## config.mk

```make
export PLATFORM = sky130hd
export DESIGN_NAME = transmite_medida_bcd_uc
export DESIGN_NICKNAME = d
export VERILOG_FILES = /design/src/rtl/transmite_medida_bcd_uc_pkg.sv /design/src/rtl/transmite_medida_bcd_uc_contador_digitos.sv /design/src/rtl/transmite_medida_bcd_uc.sv
export SDC_FILE = /design/constraint.sdc
export NUM_CORES = 1
export LEC_CHECK = 0
export CORE_AREA = 5 5 42 44
export DETAILED_ROUTE_END_ITERATION = 7
export DIE_AREA = 0 0 47 49
export PLACE_DENSITY = 0.56
export SETUP_SLACK_MARGIN = 0.5
export SLEW_MARGIN = 20
export SYNTH_ARGS = -nofsm -noshare
export SYNTH_HDL_FRONTEND = slang
export SYNTH_HIERARCHICAL = 1
export SYNTH_SLANG_ARGS = --single-unit
```

## constraint.sdc

```tcl
create_clock -name clock -period 3.1 [get_ports clock]
set_input_delay 0.31 -clock clock [delete_from_list [all_inputs] [get_ports clock]]
set_output_delay 0.31 -clock clock [all_outputs]
set_load 0.02 [all_outputs]
```

## src/rtl/transmite_medida_bcd_uc_pkg.sv

```systemverilog
// transmite_medida_bcd_uc_pkg
// Shared constants for the BCD measurement transmit control unit.
// Holds the 4-bit state codes (also exposed on db_estado), the ASCII character
// that the datapath sends as a separator when SEPARADOR_TX_EN is defined, the
// legal N_BYTES range, and the digit-to-byte index helper.
package transmite_medida_bcd_uc_pkg;

    // State codes. The values are visible on db_estado, so they are fixed.
    localparam int unsigned ESTADO_W      = 4;
    localparam logic [3:0]  ST_INICIAL    = 4'h0;
    localparam logic [3:0]  ST_PREPARA    = 4'h1;
    localparam logic [3:0]  ST_TRANSMITE  = 4'h2;
    localparam logic [3:0]  ST_ESPERA     = 4'h3;
    localparam logic [3:0]  ST_PROXIMO    = 4'h4;
    localparam logic [3:0]  ST_SEPARADOR  = 4'h5;
    localparam logic [3:0]  ST_ESPERA_SEP = 4'h6;
    localparam logic [3:0]  ST_FINAL      = 4'hF;

    // Character the datapath emits for the separator frame ('#').
    localparam logic [7:0]  ASCII_SEPARADOR = 8'h23;

    // Supported measurement sizes, in packed-BCD bytes.
    localparam int unsigned N_BYTES_MIN = 1;
    localparam int unsigned N_BYTES_MAX = 8;

    // Single-cycle strobes decoded from the state register.
    typedef struct packed {
        logic inicio;   // start one digit frame in the datapath
        logic pronto;   // whole measurement has been sent
    } uc_strobes_t;

    // Digit k = 0 is the high nibble of the most significant byte, so each
    // pair of digits walks one byte further down.
    function automatic int unsigned byte_do_digito(input int unsigned n_bytes,
                                                   input int unsigned k);
        return n_bytes - 1 - (k >> 1);
    endfunction

endpackage

```

## src/rtl/transmite_medida_bcd_uc_contador_digitos.sv

```systemverilog
// transmite_medida_bcd_uc_contador_digitos
// Digit counter for the measurement transmit control unit.
// Counts 0..N_DIGITOS-1 with a synchronous clear and a count enable; fim is
// high while the counter sits on the last digit. The asynchronous reset
// matches the control unit so an abort leaves the counter at 0 immediately.
module transmite_medida_bcd_uc_contador_digitos #(
    parameter int N_DIGITOS = 4,
    parameter int W_K       = 2
) (
    input  logic           clock,
    input  logic           reset,
    input  logic           zera,
    input  logic           conta,
    output logic [W_K-1:0] valor,
    output logic           fim
);

    logic [W_K-1:0] cnt_q;
    logic [W_K-1:0] cnt_d;

    // Clear has priority over count; the caller never counts past the last digit.
    always_comb begin
        cnt_d = cnt_q;
        if (zera) begin
            cnt_d = '0;
        end else if (conta) begin
            cnt_d = cnt_q + 1'b1;
        end
    end

    // Counter register, cleared at once by the asynchronous reset.
    always_ff @(posedge clock or posedge reset) begin
        if (reset) begin
            cnt_q <= '0;
        end else begin
            cnt_q <= cnt_d;
        end
    end

    assign valor = cnt_q;
    assign fim   = (cnt_q == W_K'(N_DIGITOS - 1));

endmodule

```

## src/rtl/transmite_medida_bcd_uc.sv

```systemverilog
// transmite_medida_bcd_uc
// Control unit that sends one multi-digit packed-BCD measurement through the
// BCD-to-ASCII serial datapath, most significant digit first, one ASCII digit
// per frame. For every digit it presents the byte/nibble selection, issues a
// one-cycle start strobe and waits for the datapath's one-cycle done pulse.
// Optional feature macro: SEPARADOR_TX_EN -- when defined, a separator frame
// ('#') is sent after the last digit and the envia_separador output exists.
module transmite_medida_bcd_uc
    import transmite_medida_bcd_uc_pkg::*;
#(
    parameter int N_BYTES = 2,
    parameter int W_SEL   = ($clog2(N_BYTES) > 0) ? $clog2(N_BYTES) : 1
) (
    input  logic             clock,
    input  logic             reset,
    input  logic             partida,
    input  logic             pronto_transmissao_bcd,
    output logic [W_SEL-1:0] seletor_byte,
    output logic             seletor_valor,
    output logic             inicio_transmissao_bcd,
    output logic             ocupado,
    output logic             pronto,
`ifdef SEPARADOR_TX_EN
    output logic             envia_separador,
`endif
    output logic [3:0]       db_estado
);

    // One digit per nibble; counter width covers 0..2*N_BYTES-1.
    localparam int N_DIGITOS = 2 * N_BYTES;
    localparam int W_K       = $clog2(N_DIGITOS);

    logic [ESTADO_W-1:0] estado_q;
    logic [ESTADO_W-1:0] estado_d;
    logic [W_K-1:0]      k_q;
    logic                k_fim;
    logic                k_zera;
    logic                k_conta;
    uc_strobes_t         strobes;
`ifdef SEPARADOR_TX_EN
    logic                sep_ativo;
`endif

    // Digit counter. It is cleared in PREPARA and also in FINAL, so it already
    // reads 0 when the next measurement enters PREPARA and the selection for
    // the first digit is valid from that cycle on.
    assign k_zera  = (estado_q == ST_PREPARA) || (estado_q == ST_FINAL);
    assign k_conta = (estado_q == ST_PROXIMO) && !k_fim;

    transmite_medida_bcd_uc_contador_digitos #(
        .N_DIGITOS (N_DIGITOS),
        .W_K       (W_K)
    ) u_contador_digitos (
        .clock (clock),
        .reset (reset),
        .zera  (k_zera),
        .conta (k_conta),
        .valor (k_q),
        .fim   (k_fim)
    );

    // State register; reset aborts any transfer in progress without a pronto.
    always_ff @(posedge clock or posedge reset) begin
        if (reset) begin
            estado_q <= ST_INICIAL;
        end else begin
            estado_q <= estado_d;
        end
    end

    // Next-state logic. partida is only looked at in INICIAL and the datapath
    // done pulse only in the waiting states, so stray pulses are harmless.
    always_comb begin
        estado_d = estado_q;
        case (estado_q)
            ST_INICIAL: begin
                if (partida) begin
                    estado_d = ST_PREPARA;
                end
            end
            ST_PREPARA: begin
                estado_d = ST_TRANSMITE;
            end
            ST_TRANSMITE: begin
                estado_d = ST_ESPERA;
            end
            ST_ESPERA: begin
                if (pronto_transmissao_bcd) begin
                    estado_d = ST_PROXIMO;
                end
            end
            ST_PROXIMO: begin
                if (k_fim) begin
`ifdef SEPARADOR_TX_EN
                    estado_d = ST_SEPARADOR;
`else
                    estado_d = ST_FINAL;
`endif
                end else begin
                    estado_d = ST_TRANSMITE;
                end
            end
`ifdef SEPARADOR_TX_EN
            ST_SEPARADOR: begin
                estado_d = ST_ESPERA_SEP;
            end
            ST_ESPERA_SEP: begin
                if (pronto_transmissao_bcd) begin
                    estado_d = ST_FINAL;
                end
            end
`endif
            ST_FINAL: begin
                estado_d = ST_INICIAL;
            end
            default: begin
                estado_d = ST_INICIAL;
            end
        endcase
    end

    // Moore strobe decode: the datapath start and the measurement-done pulse.
    always_comb begin
        strobes = '0;
        case (estado_q)
            ST_TRANSMITE: strobes.inicio = 1'b1;
`ifdef SEPARADOR_TX_EN
            ST_SEPARADOR: strobes.inicio = 1'b1;
`endif
            ST_FINAL:     strobes.pronto = 1'b1;
            default:      strobes = '0;
        endcase
    end

`ifdef SEPARADOR_TX_EN
    // Separator flag held for the whole separator frame, strobe included.
    always_comb begin
        sep_ativo = (estado_q == ST_SEPARADOR) || (estado_q == ST_ESPERA_SEP);
    end

    assign envia_separador = sep_ativo;
`endif

    // Every state other than INICIAL belongs to a measurement in progress.
    assign ocupado = (estado_q != ST_INICIAL);

    // Byte/nibble selection only follows the counter while busy, so an idle
    // or freshly reset unit presents all zeros to the datapath.
    assign seletor_byte  = ocupado ? W_SEL'(byte_do_digito(N_BYTES, 32'(k_q))) : '0;
    assign seletor_valor = ocupado & ~k_q[0];

    assign inicio_transmissao_bcd = strobes.inicio;
    assign pronto                 = strobes.pronto;
    assign db_estado              = estado_q;

endmodule

```

==> metrics.log, run 1 <==
[metrics] final routed DRC violation total: 0
[metrics] fraction of final layout cells sized beyond drive strength 1: 11.32%
[metrics] overall die area: 2303 µm²
[metrics] Crit path max-delay family: buffers and inverters
[metrics] Synth top area share: 38.46%
[metrics] wire length on met1: 415 µm
[metrics] clk root buf: sky130_fd_sc_hd__clkbuf_4
[metrics] sequential share of the synthesized area: 38.46%
[metrics] maximum number of pins on one net before global-route repair: 15
[metrics] maximum capacitance violations: 0
[metrics] critical path arrival: 1750 ps
[metrics] number of port buffers: 12
[metrics] Async S/R FF share, synth: 100.0%
[metrics] number of sinks on the clock net: 6
[metrics] final-stage net count: 60
[metrics] met3 routed wirelength: 58 µm
[metrics] unrepaired setup endpoints after global routing: no
[metrics] CP max stage delay: 540 ps
[metrics] vertical extent of the die: 49 µm
[metrics] Boundary Pins: 13
[metrics] cell-by-cell trace of the critical path: nor4_4 > nor2_1 > clkdlybuf4s50_1
[metrics] antenna violations before repair: 0
[metrics] path category of the worst min-delay check: in2async
[metrics] Layout area overhead: 34.94%
[metrics] pwr/cell area: 928.9 nW/µm²
[metrics] detailed-route vias per instance: 4.725
[metrics] Overflow after GRT: 0
[metrics] clock transition time at the flip-flop clock pins of the worst setup and hold paths: 50 ps
[metrics] global-route wire length before repair: 1476 µm
[metrics] number of register bits inferred by synthesis: 6
[metrics] Post-Syn Area: 390.4 µm²
[metrics] static power due to leakage: 0.2138 nW
[metrics] crit path capture: seletor_byte
[metrics] count of TritonRoute iterations in the first routing pass: 4
[metrics] overall routing resource usage: 9.355%
[metrics] Clock Latency Late Sink: 240 ps
[metrics] yosys synthesis warning count: 6
[metrics] PostCTS Resize Cnt: 0
[metrics] syn avg cell area: 9.295 µm²
[metrics] type of destination of the critical path: output pin
[metrics] FF-to-FF End: u_contador_digitos/valor[1]
[metrics] total setup buffers inserted after CTS: 0
[metrics] count of routing violations after the opening detailed-route iteration: 4
[metrics] setup violation total in the final timing report: 0
[metrics] slew margin rel.: 70.24%
[metrics] number of buffers between clock root and the deepest sink: 2
[metrics] post-synthesis instance total: 42
[metrics] Setup crit start: db_estado[1]
[metrics] max-slew violations: 0
[metrics] sort of element at the start of the critical path: flip-flop
[metrics] Total Negative Setup Slacks: 0 ps
[metrics] Period Utilization, post-route: 66.60%
[metrics] Highest Signal Layer: met3
[metrics] buffers plus inverters on the worst setup path: 1
[metrics] final core occ: 37.59%
[metrics] last weighted congestion value of the routability-driven placer: 0.7210
[metrics] launch point of the worst reg-to-reg path: db_estado[1]
[metrics] number of enable flip-flop cells after synthesis: 0
[metrics] Initial Util: 27.86%
[metrics] CP Depth: 3
[metrics] Crit-path slowest cell: sky130_fd_sc_hd__clkdlybuf4s50_1
[metrics] fin crit period: 2065 ps
[metrics] number of nets still failing antenna checks after routing: 0
[metrics] post-synth cell types: 24
[metrics] Hold Slack: 240.6 ps
[metrics] most frequent standard cell in the layout excluding fill and tap cells: sky130_fd_sc_hd__clkdlybuf4s50_1
[metrics] worst vdd ir: 0.3780 mV
[metrics] Core Rows: 14
[metrics] commonest non-fill, non-tap cells in the layout: sky130_fd_sc_hd__clkdlybuf4s50_1 (12), sky130_fd_sc_hd__dfrtp_1 (6), sky130_fd_sc_hd__nor2_1 (5), sky130_fd_sc_hd__a21oi_1 (4)
[metrics] dominant cell type by area after synthesis: sky130_fd_sc_hd__dfrtp_1
[metrics] f_max: 484.4 MHz
[metrics] Worst Skew: 5.408 ps
[metrics] count of hold buffers inserted by post-cts repair: 0
[metrics] die width: 47 µm
[metrics] number of clock buffers inserted by TritonCTS: 3
[metrics] aggregate routed wire length: 841 µm
[metrics] reg2reg path depth: 5
[metrics] count of H-tree levels built during CTS: 1
[metrics] transition time at the pin with the least slew margin: 446.4 ps
[metrics] worst setup path category: reg2out
[metrics] number of nets in the synthesized netlist: 47
[metrics] met2 wire len: 367 µm
[metrics] predominant post-synthesis flop cell: sky130_fd_sc_hd__dfrtp_1
[metrics] required time of the critical path: 2790 ps
[metrics] cell types occupying the most area after synthesis: sky130_fd_sc_hd__dfrtp_1 (38%), sky130_fd_sc_hd__nor4_4 (5.4%), sky130_fd_sc_hd__a21oi_1 (5.1%)
[metrics] mean routed wirelength per cell: 12.19 µm
[metrics] Hold Vio Cnt, Final: 0
[metrics] total vias in the final route: 326
[metrics] detailed placement HPWL: 608.8 µm
[metrics] via count of the first global-routing pass: 303
[metrics] Core Box Area: 1401 µm²
[metrics] result of the run: finished, final reports clean
[metrics] worst reg2reg setup slack: 1590 ps
[metrics] n_diodes: 0
[metrics] TritonCTS clock tree: built
[metrics] worst-path fanout max: 13
[power breakdown]
| group | total (W) | internal, W | switching [W] | leakage (nW) |
|---|---|---|---|---|
| sequential | 0.000164 | 0.000100 | 0.0000638 | 0.0775 |
| combinational | 0.000254 | 0.000137 | 0.000117 | 0.123 |
| clock | 0.0000712 | 0.0000437 | 0.0000275 | 0.0138 |
| total | 0.000489 | 0.000281 | 0.000208 | 0.214 |
[flip-flops by register name, indices dropped and copies added (netlist names)]
register,count
u_contador_digitos/valor,2
db_estado,4
[Yosys cell counts (2+ instances only)]
library cell,number
sky130_fd_sc_hd__a21oi_1,4
sky130_fd_sc_hd__buf_2,3
sky130_fd_sc_hd__dfrtp_1,6
sky130_fd_sc_hd__inv_1,3
sky130_fd_sc_hd__nand3_1,2
sky130_fd_sc_hd__nor2_1,5
sky130_fd_sc_hd__nor3b_1,2
[worst min path at each step]
stage	from	to	slack, ps	cells after the start
after floorplan	reset	u_contador_digitos/valor[0]	50	1
after global placement	reset	u_contador_digitos/valor[1]	500	2
after detailed placement	reset	u_contador_digitos/valor[1]	500	2
after CTS	reset	u_contador_digitos/valor[1]	230	2
after global routing	reset	u_contador_digitos/valor[0]	230	2
final	reset	u_contador_digitos/valor[1]	240	2
[layer usage]
layer	track usage [%]	vias to the layer above
li1	-	170
met1	13.68	148
met2	9.729	8
met3	4.797	0
met4	6.912	0
met5	0	-
[cell families (layout without fill, tap and decap cells)]
kind of cell               Yosys count  after routing  share of synthesized area (%)
and+or+nand+nor                     17             17                          29.17
adders and majority gates            1              1                          3.205
xor gates and xnor gates             1              1                          2.244
buffers and inverters                8             19                          10.57
AOI/OAI and AO/OA                    8              8                          13.78
DFF                                  6              6                          38.46
muxes                                1              1                          2.564
[metrics by stage]
step                 power, W  worst slack (ps)  instances  area (µm²)
floorplan           0.0003278              1331         42       390.4
global placement    0.0004194              1296         66       504.2
finish              0.0004893              1035         69       526.8
detailed placement  0.0004213              1289         66       504.2
global route        0.0005330             920.3         69       526.8
CTS                 0.0004964              1019         69       526.8
[final cells by class]
type	instances	area, µm²
fill	162	874.6
tap	16	20.02
inverter	4	15.01
clock buffer	3	22.52
sequential	6	150.1
multi-input combinational	28	198.9
timing repair buffer	12	120.1
(Power assumes the default switching activity.)
==> inputs of run 2 (changes only) <==
==> constraint.sdc (replaced) <==
create_clock -name clock -period 2.05 [get_ports clock]
set_input_delay 0.205 -clock clock [delete_from_list [all_inputs] [get_ports clock]]
set_output_delay 0.205 -clock clock [all_outputs]
set_load 0.02 [all_outputs]
==> metrics.log, run 2 (same netlist as run 1, synthesis figures left out) <==
[metrics] result of the run: finished, final reports clean (unchanged)
[metrics] Crit-path slowest cell: sky130_fd_sc_hd__dfrtp_2 (was sky130_fd_sc_hd__clkdlybuf4s50_1)
[metrics] die width: 47 µm (unchanged)
[metrics] pwr/cell area: 1393 nW/µm² (was 928.9 nW/µm²)
[metrics] mean routed wirelength per cell: 12.62 µm (was 12.19 µm)
[metrics] number of nets still failing antenna checks after routing: 0 (unchanged)
[metrics] footprint of the multi-input gates: 210.2 µm² (was 198.9 µm²)
[metrics] clk root buf: sky130_fd_sc_hd__clkbuf_4 (unchanged)
[metrics] sort of element at the start of the critical path: flip-flop (unchanged)
[metrics] overall routing resource usage: 10.25% (was 9.355%)
[metrics] via count of the first global-routing pass: 365 (was 303)
[metrics] Clock Latency Late Sink: 250 ps (was 240 ps)
[metrics] maximum capacitance violations: 0 (unchanged)
[metrics] count of hold buffers inserted by post-cts repair: 0 (unchanged)
[metrics] Period Utilization, post-route: 75.69%
[metrics] static power due to leakage: 0.2709 nW (was 0.2138 nW)
[metrics] Overflow after GRT: 0 (unchanged)
[metrics] number of buffers between clock root and the deepest sink: 2 (unchanged)
[metrics] instance area at placement: 533.0 µm² (was 504.2 µm²)
[metrics] count of TritonRoute iterations in the first routing pass: 3 (was 4)
[metrics] Hold Vio Cnt, Final: 0 (unchanged)
[metrics] slew margin rel.: 83.31% (was 70.24%)
[metrics] most frequent standard cell in the layout excluding fill and tap cells: sky130_fd_sc_hd__buf_4 (was sky130_fd_sc_hd__clkdlybuf4s50_1)
[metrics] Initial Util: 27.86% (unchanged)
[metrics] critical path arrival: 1350 ps (was 1750 ps)
[metrics] cell-by-cell trace of the critical path: nor4_4 > buf_4 > inv_4 > buf_6 (was nor4_4 > nor2_1 > clkdlybuf4s50_1)
[metrics] aggregate routed wire length: 972 µm (was 841 µm)
[metrics] max-slew violations: 0 (unchanged)
[metrics] worst reg2reg setup slack: 610 ps (was 1590 ps)
[metrics] last weighted congestion value of the routability-driven placer: 0.6890 (was 0.7210)
[metrics] transition time at the pin with the least slew margin: 248.5 ps (was 446.4 ps)
[metrics] maximum number of pins on one net before global-route repair: 10 (was 15)
[metrics] Largest register FFs: 4 (unchanged)
[metrics] CP max stage delay: 450 ps (was 540 ps)
[metrics] Post-Layout Cell Count: 77 (was 69)
[metrics] n_diodes: 0 (unchanged)
[metrics] worst vdd ir: 0.5321 mV (was 0.3780 mV)
[metrics] number of sinks on the clock net: 6 (unchanged)
[metrics] buffers plus inverters on the worst setup path: 3 (was 1)
[metrics] Placed Cells incl. Taps: 69 (was 66)
[metrics] Core Box Area: 1401 µm² (unchanged)
[metrics] overall die area: 2303 µm² (unchanged)
[metrics] Hold Slack: 142.0 ps (was 240.6 ps)
[metrics] Setup crit start: db_estado[1] (unchanged)
[metrics] TritonCTS clock tree: built (unchanged)
[metrics] crit path capture: ocupado (was seletor_byte)
[metrics] clock transition time at the flip-flop clock pins of the worst setup and hold paths: 50 ps (about the same)
[metrics] final design area excluding fillers: 584.3 µm² (was 526.8 µm²)
[metrics] Boundary Pins: 13 (unchanged)
[metrics] final routed DRC violation total: 0 (unchanged)
[metrics] count of routing violations after the opening detailed-route iteration: 3 (was 4)
[metrics] setup violation total in the final timing report: 0 (unchanged)
[metrics] CP Depth: 4 (was 3)
[metrics] f_max: 644.5 MHz
[metrics] fraction of final layout cells sized beyond drive strength 1: 40.98% (was 11.32%)
[metrics] count of H-tree levels built during CTS: 1 (unchanged)
[metrics] number of clock buffers inserted by TritonCTS: 3 (unchanged)
[metrics] fill cell total of the finished layout: 165 (was 162)
[metrics] path category of the worst min-delay check: in2async (unchanged)
[metrics] commonest non-fill, non-tap cells in the layout: sky130_fd_sc_hd__buf_4 (9), sky130_fd_sc_hd__nor2_1 (5), sky130_fd_sc_hd__a21oi_1 (4), sky130_fd_sc_hd__dfrtp_2 (4), sky130_fd_sc_hd__dlygate4sd2_1 (4) (was sky130_fd_sc_hd__clkdlybuf4s50_1 (12), sky130_fd_sc_hd__dfrtp_1 (6), sky130_fd_sc_hd__nor2_1 (5), sky130_fd_sc_hd__a21oi_1 (4))
[metrics] global-route wire length before repair: 1642 µm (was 1476 µm)
[metrics] antenna violations before repair: 0 (unchanged)
[metrics] worst setup path category: reg2out (unchanged)
[metrics] detailed placement HPWL: 736.2 µm (was 608.8 µm)
[metrics] Crit path max-delay family: flip-flops (was buffers and inverters)
[metrics] unrepaired setup endpoints after global routing: yes (was no)
[metrics] final-stage net count: 68 (was 60)
[metrics] vertical extent of the die: 49 µm (unchanged)
[metrics] worst-path fanout max: 6 (was 13)
[metrics] type of destination of the critical path: output pin (unchanged)
[metrics] launch point of the worst reg-to-reg path: db_estado[1] (unchanged)
[metrics] FF-to-FF End: u_contador_digitos/valor[1] (unchanged)
[metrics] Worst Skew: 9.122 ps (was 5.408 ps)
[metrics] detailed-route vias per instance: 4.740 (was 4.725)
[metrics] number of port buffers: 12 (unchanged)
[metrics] total vias in the final route: 365 (was 326)
[metrics] required time of the critical path: 1850 ps (was 2790 ps)
[metrics] Layout area overhead: 49.68% (was 34.94%)
[metrics] reg2reg path depth: 6 (was 5)
[metrics] Core Rows: 14 (unchanged)
[metrics] Total Negative Setup Slacks: 0 ps (unchanged)
[metrics] fin crit period: 1552 ps
[metrics] register area: 155.1 µm² (was 150.1 µm²)
[run 2: cell count changes in the layout (fill, tap and decap cells not counted), sizes merged]
cell	delta
buf	+12
clkbuf	+1
clkdlybuf4s50	-9
dlygate4sd2	+4
[run 2: routing by layer]
metal / global-route usage (%) / vias to the layer above / wire length (µm)
met5: 0 / - / 0
met4: 2.765 / 0 / 0
met3: 5.904 / 0 / 72
met2: 14.03 / 11 / 465
met1: 13.56 / 170 / 433
li1: - / 184 / -
[run 2: layout make-up]
type	count	share of cell area [%]
Multi-Input combinational cell	28	35.97
Timing Repair Buffer	20	27.19
Clock buffer	3	3.854
Tap cell	16	3.426
Inverter	4	2.998
Sequential cell	6	26.55
[run 2: how the worst min path moves through the flow]
stage,startpoint,end
after floorplan,reset,u_contador_digitos/valor[0]
after global placement,reset,u_contador_digitos/valor[0]
after detailed placement,reset,u_contador_digitos/valor[1]
after CTS,reset,u_contador_digitos/valor[1]
after global routing,reset,u_contador_digitos/valor[0]
final,reset,u_contador_digitos/valor[1]
[run 2: repair_timing]
item,4_1_cts,5_1_grt
pin swaps,1,1
cloned,0,0
setup buffers,4,1
setup endpoints to repair,10,5
resized for setup,25,8
[run 2: metrics by stage]
step	power [W]	utilization, %	setup slack [ps]
after floorplan	0.0005035	-	552.1
after global placement	0.0006720	38.04	383.8
after detailed placement	0.0006748	38.04	361.3
after CTS	0.0007997	41.52	447.9
after global routing	0.0008784	41.70	439.3
final	0.0008142	41.70	498.4
[run 2: power by group]
part           switching (W)  internal, W
combinational       0.000244     0.000243
clock              0.0000490    0.0000667
sequential         0.0000536     0.000158
total               0.000347     0.000468
